File: config.mk
export PLATFORM = sky130hd
export DESIGN_NAME = clock_time_core
export DESIGN_NICKNAME = d
export VERILOG_FILES = /design/src/rtl/clock_time_core.sv
export SDC_FILE = /design/constraint.sdc
export NUM_CORES = 1
export LEC_CHECK = 0
export BUFFER_PORTS_ARGS = -buffer_cell sky130_fd_sc_hd__clkbuf_2
export CORE_MARGIN = 1.5
export CORE_UTILIZATION = 30
export DETAILED_ROUTE_END_ITERATION = 7
export PLACE_DENSITY = 0.53
export SLEW_MARGIN = 10
export SYNTH_ARGS = -nofsm -noshare
export SYNTH_HDL_FRONTEND = slang
export SYNTH_SLANG_ARGS = --single-unit
File: constraint.sdc
create_clock -name clk -period 4.01 [get_ports clk]
set_input_delay 0.802 -clock clk [delete_from_list [all_inputs] [get_ports clk]]
set_output_delay 0.802 -clock clk [all_outputs]
set_load 0.02 [all_outputs]
File: src/rtl/clock_time_core.sv
// Time-of-day core: BCD hh:mm:ss counter driven by a 1 Hz tick, with hour/minute
// set modes and an alarm that rings for RING_SECS ticks.
`timescale 1ns/1ps
module clock_time_core #(
  parameter int unsigned RING_SECS = 60
) (
  input  logic       clk,
  input  logic       rst,
  input  logic       tick,
  input  logic [1:0] set_mode,
  input  logic       inc,
  input  logic       alarm_en,
  input  logic       alarm_off,
  input  logic [4:0] alarm_hr,
  input  logic [5:0] alarm_min,
  output logic [7:0] hr_bcd,
  output logic [7:0] min_bcd,
  output logic [7:0] sec_bcd,
  output logic       min_tick,
  output logic       ring
);

  localparam int unsigned CNT_W = (RING_SECS < 1) ? 1 : $clog2(RING_SECS + 1);
  localparam logic [7:0]  SEC_LAST = 8'h59;
  localparam logic [7:0]  MIN_LAST = 8'h59;
  localparam logic [7:0]  HR_LAST  = 8'h23;

  typedef enum logic [1:0] {
    RUN     = 2'd0,
    SET_HR  = 2'd1,
    SET_MIN = 2'd2
  } state_t;

  state_t           state;
  logic [CNT_W-1:0] ring_cnt;

  logic [7:0] run_sec;
  logic [7:0] run_min;
  logic [7:0] run_hr;
  logic       sec_wrap;
  logic       alarm_match;

  // Two-digit BCD increment with wrap to 00 after the field's last value.
  function automatic logic [7:0] bcd_inc(input logic [7:0] v, input logic [7:0] last);
    logic [7:0] r;
    if (v == last)
      r = 8'h00;
    else if (v[3:0] == 4'd9)
      r = {v[7:4] + 4'd1, 4'd0};
    else
      r = {v[7:4], v[3:0] + 4'd1};
    return r;
  endfunction

  function automatic logic [6:0] bcd_to_bin(input logic [7:0] v);
    return 7'(v[7:4]) * 7'd10 + 7'(v[3:0]);
  endfunction

  // Time that a RUN-mode tick would produce, including minute/hour carries.
  always_comb begin
    sec_wrap = (sec_bcd == SEC_LAST);
    run_sec  = bcd_inc(sec_bcd, SEC_LAST);
    run_min  = min_bcd;
    run_hr   = hr_bcd;
    if (sec_wrap) begin
      run_min = bcd_inc(min_bcd, MIN_LAST);
      if (min_bcd == MIN_LAST)
        run_hr = bcd_inc(hr_bcd, HR_LAST);
    end
  end

  // Alarm operands >23 / >59 can never equal a legal time, so no range check is needed.
  always_comb begin
    alarm_match = (run_sec == 8'h00) &&
                  (bcd_to_bin(run_hr)  == 7'(alarm_hr)) &&
                  (bcd_to_bin(run_min) == 7'(alarm_min));
  end

  // Mode register follows set_mode directly; 11 behaves as run.
  always_ff @(posedge clk or posedge rst) begin
    if (rst) begin
      state <= RUN;
    end else begin
      case (set_mode)
        2'b01:   state <= SET_HR;
        2'b10:   state <= SET_MIN;
        default: state <= RUN;
      endcase
    end
  end

  // Time registers and minute pulse; set modes freeze time and take inc instead.
  always_ff @(posedge clk or posedge rst) begin
    if (rst) begin
      hr_bcd   <= 8'h00;
      min_bcd  <= 8'h00;
      sec_bcd  <= 8'h00;
      min_tick <= 1'b0;
    end else begin
      min_tick <= 1'b0;
      case (state)
        RUN: begin
          if (tick) begin
            sec_bcd  <= run_sec;
            min_bcd  <= run_min;
            hr_bcd   <= run_hr;
            min_tick <= sec_wrap;
          end
        end
        SET_HR: begin
          if (inc)
            hr_bcd <= bcd_inc(hr_bcd, HR_LAST);
        end
        SET_MIN: begin
          if (inc) begin
            min_bcd <= bcd_inc(min_bcd, MIN_LAST);
            sec_bcd <= 8'h00;
          end
        end
        default: ;
      endcase
    end
  end

  // Alarm: any cancel source wins over a trigger; a trigger reloads the duration.
  always_ff @(posedge clk or posedge rst) begin
    if (rst) begin
      ring     <= 1'b0;
      ring_cnt <= '0;
    end else if ((state != RUN) || alarm_off || !alarm_en) begin
      ring     <= 1'b0;
      ring_cnt <= '0;
    end else if (tick && alarm_match) begin
      ring     <= (RING_SECS != 0);
      ring_cnt <= CNT_W'(RING_SECS);
    end else if (ring && tick) begin
      ring_cnt <= ring_cnt - CNT_W'(1);
      if (ring_cnt <= CNT_W'(1))
        ring <= 1'b0;
    end
  end

endmodule

==> impl_metrics.yaml <==
run_status:
  status: "completed"
min_path:
  timing.hold.worst.start: "ring"
  min_delay_path_depth: 2
  hold_path_class: "reg2reg"
  capture_endpoint_of_the_worst_hold_path: "ring"
final_layout:
  area_growth_pct: 34.0
  register_area_um2: 856
  multi_input_comb_area_um2: 2090
  finalNetCount: 463
  n_antenna_cell: 0
  nFillCells: 944
  post-route-util: 0.416
  layout.cells.non_filler: 545
  post_route_cells_drive_above_1_share: 0.353
setup_path:
  critical_path.slowest_cell: "sky130_fd_sc_hd__or4b_4"
  cp_num_buf_inv: 2
  r2r-start: "min_bcd[5]"
  worst_ep_arrival_time_ns: 4.06
  path_cells: "inv_2, ha_1, and3b_2, or4b_4, or3_4, nand2_1, ha_1, ha_2, inv_2, fa_2, nor4b_4, xor2_1, and3_1, o21ai_1, nand4bb_4, nor3b_2"
  required_time_reported_for_the_critical_path_endpoint_ns: 4.18
  rrSetupSlack_ns: 0.12
  timing.critical_path.from_type: "flop"
  endpoint_kind: "flop"
  cpLargestDelayFamily: "simple AND/OR/NAND/NOR gates"
  r2r_cells: 16
  crit-reg2reg-capture: "ring_cnt[0]"
  worst-setup-path-type: "reg2reg"
  timing.critical_path.slowest_cell_delay_ns: 0.49
  critical_path.max_fanout: 7
clock_network:
  cts.sink_count: 34
  tritoncts: "yes"
  clk_root_buffer_cell: "sky130_fd_sc_hd__clkbuf_8"
  clk_transition_reported_paths_ns: 0.08
  max-clock-path-buffers: 2
  htreeDepth: 2
  cts_inserted_buffers: 5
  holdBufCountCts: 0
  worstSkewPairLatency_ns: 0.29
place:
  buffer_ports.inserted: 44
  post-place-cells: 529
  dp_worst_setup_slack_ns: -0.0714
  gpl.final_weighted_congestion: 0.811
  dp_hpwl_um: 6090
yosys:
  ys.flop_type: "sky130_fd_sc_hd__dfrtp_1"
  ys_seq_elements: 34
  synth_largest_type_area_fraction: 0.297
  post_synth_instance_area_um2: 2870
  ys_warn_count: 0
  synthDistinctLibCells: 53
  synthArstFlopShare: 1.00
  syn-num-nets: 375
  gate_count_post_synth: 327
  synth_area_per_cell_um2: 8.77
  seq_area_frac_synth: 0.297
  yosys.cell_count.top_type: "sky130_fd_sc_hd__dfrtp_1"
  netlist_top_cells_area: "sky130_fd_sc_hd__dfrtp_1 (30%), sky130_fd_sc_hd__ha_1 (11%), sky130_fd_sc_hd__xnor2_1 (4.3%), sky130_fd_sc_hd__o21ai_0 (3.8%), sky130_fd_sc_hd__nand2_1 (3.8%)"
  synth-edff-count: 0
  synth_common_cells: "sky130_fd_sc_hd__dfrtp_1 (34), sky130_fd_sc_hd__nand2_1 (29), sky130_fd_sc_hd__nor2_1 (28)"
  yosysTopAreaCell: "sky130_fd_sc_hd__dfrtp_1"
power:
  post_layout_total_power_uw: 1690
  power_frac_clock: 0.167
  leakagePower_uw: 0.00178
  switching_share: 0.437
  switchingPower_uw: 738
  cellInternalPower_uw: 952
  power-per-cell-area_nw_per_um2: 440
  power.share.combinational: 0.544
  seq_power_share: 0.290
  max-vdd-ir-drop_v: 0.000272
sta:
  final_cycle_utilization_of_the_critical_path: 0.970
  timing.final.ws_setup_ns: 0.122
  post-route-min-period_ns: 3.89
  max_transition_margin: 0.360
  setup-violations-final: 0
  hold_viol: 0
  slew_viol_final: 0
  skew_ns: 0.0105
  rsz0062_at_grt: "true"
  timing.fmax_ghz: 0.257
  fin_hold_ws_ns: 0.581
  worst_slew_pin_slew_ns: 0.959
detailed_routing:
  drt-vias-per-instance: 4.96
  initialDrtViolationCount: 82
  post_drt_wl_per_cell_um: 14.3
  totalWireLength_um: 7780
  drc_errors: 0
  ant_nets: 0
  via_count: 2701
  detailedRoute.firstPassIterationCount: 4
global_routing:
  number_of_antenna_violations_at_the_first_check_in_global_routing: 0
  grt.total_usage: 0.156
  number_of_global_route_vias_before_repair: 2524
  grt_first_pass_wirelength_um: 12500
  grt_overflow: 0
  grt_max_degree: 25
floorplan:
  dieHeight_um: 101
  fp.coreArea_um2: 9240
  placement_rows: 35
  top_level_ports: 45
  initial_core_util: 0.310
  area_of_the_die_um2: 10200
  dieWidth_um: 101
run:
  max_cap_viols: 0
## cells in the final DEF (no fill, tap or decap), types with 11 or more instances in the layout
cell | synthesis | final
sky130_fd_sc_hd__a21oi_1 | 20 | 19
sky130_fd_sc_hd__buf_4 | 1 | 43
sky130_fd_sc_hd__clkbuf_2 | 0 | 44
sky130_fd_sc_hd__dfrtp_1 | 34 | 30
sky130_fd_sc_hd__ha_1 | 25 | 20
sky130_fd_sc_hd__inv_1 | 20 | 16
sky130_fd_sc_hd__nand2_1 | 29 | 29
sky130_fd_sc_hd__nor2_1 | 28 | 25
sky130_fd_sc_hd__o21ai_0 | 22 | 20
sky130_fd_sc_hd__xnor2_1 | 14 | 14
sky130_fd_sc_hd__xor2_1 | 11 | 11
## power groups by stage
stage / Combinational (uW) / Clock [uW] / Sequential [uW]
floorplan: 465 / 0 / 572
global placement: 839 / 0 / 485
detailed placement: 843 / 0 / 488
CTS: 869 / 290 / 486
global route: 1020 / 301 / 500
finish: 918 / 282 / 490
## registers in the layout, indices dropped and copies added, names as in the netlist
name and count:
sec_bcd 8, ring_cnt 6, hr_bcd 8, min_tick 1
min_bcd 8, state 2, ring 1
## final cells by class
class	count	area share
clock buffer	6	0.0215
timing repair buffer	89	0.147
tap	129	0.0420
sequential	34	0.223
inverter	20	0.0196
multi-input combinational	265	0.543
clock inverter	2	0.00326
## metal layers
metal,routed length (um),part of all wire,track usage,vias to the layer above
met1,3690,0.47,0.210,1310
met2,3810,0.49,0.263,40
met4,49,0.0063,0.0325,0
li1,-,-,-,1347
met5,0,0,0,-
met3,231,0.030,0.0270,4
## through the flow
stage                     area, um2  TNS (ns)
after floorplan                2910         0
after global placement         3530         0
after detailed placement       3530    -0.182
after CTS                      3690         0
after global routing           3840    -0.327
final                          3840         0
## worst min-delay path, stage by stage (launching register included)
cell	delay, ns
sky130_fd_sc_hd__dfrtp_1	0.41
sky130_fd_sc_hd__nand2_1	0.07
sky130_fd_sc_hd__a21oi_1	0.06
## how the worst max path moves through the flow
stage | start | end | slack [ns] | cells after the start
finish | min_bcd[5] | ring_cnt[0] | 0.12 | 16
CTS | min_bcd[5] | ring_cnt[0] | 0.01 | 16
global placement | sec_bcd[1] | ring_cnt[0] | 0.08 | 16
detailed placement | sec_bcd[1] | ring_cnt[0] | -0.07 | 17
floorplan | sec_bcd[1] | ring_cnt[0] | 0.02 | 17
global route | sec_bcd[1] | ring_cnt[0] | -0.08 | 18
## timing repair
item | 4_1_cts | 5_1_grt
buffers inserted | 1 | 7
gates resized for setup | 11 | 26
pin swaps | 7 | 20
setup endpoints to repair | 7 | 7
## logic make-up after synthesis
logic type      Yosys count  share of synthesized area
compound gates           73                      0.157
xor+xnor                 25                     0.0764
fa+ha+maj                29                      0.137
buf+inv                  28                     0.0384
flops                    34                      0.297
mux                      13                     0.0489
simple gates            125                      0.246
Power figures use the tool's default switching activity.
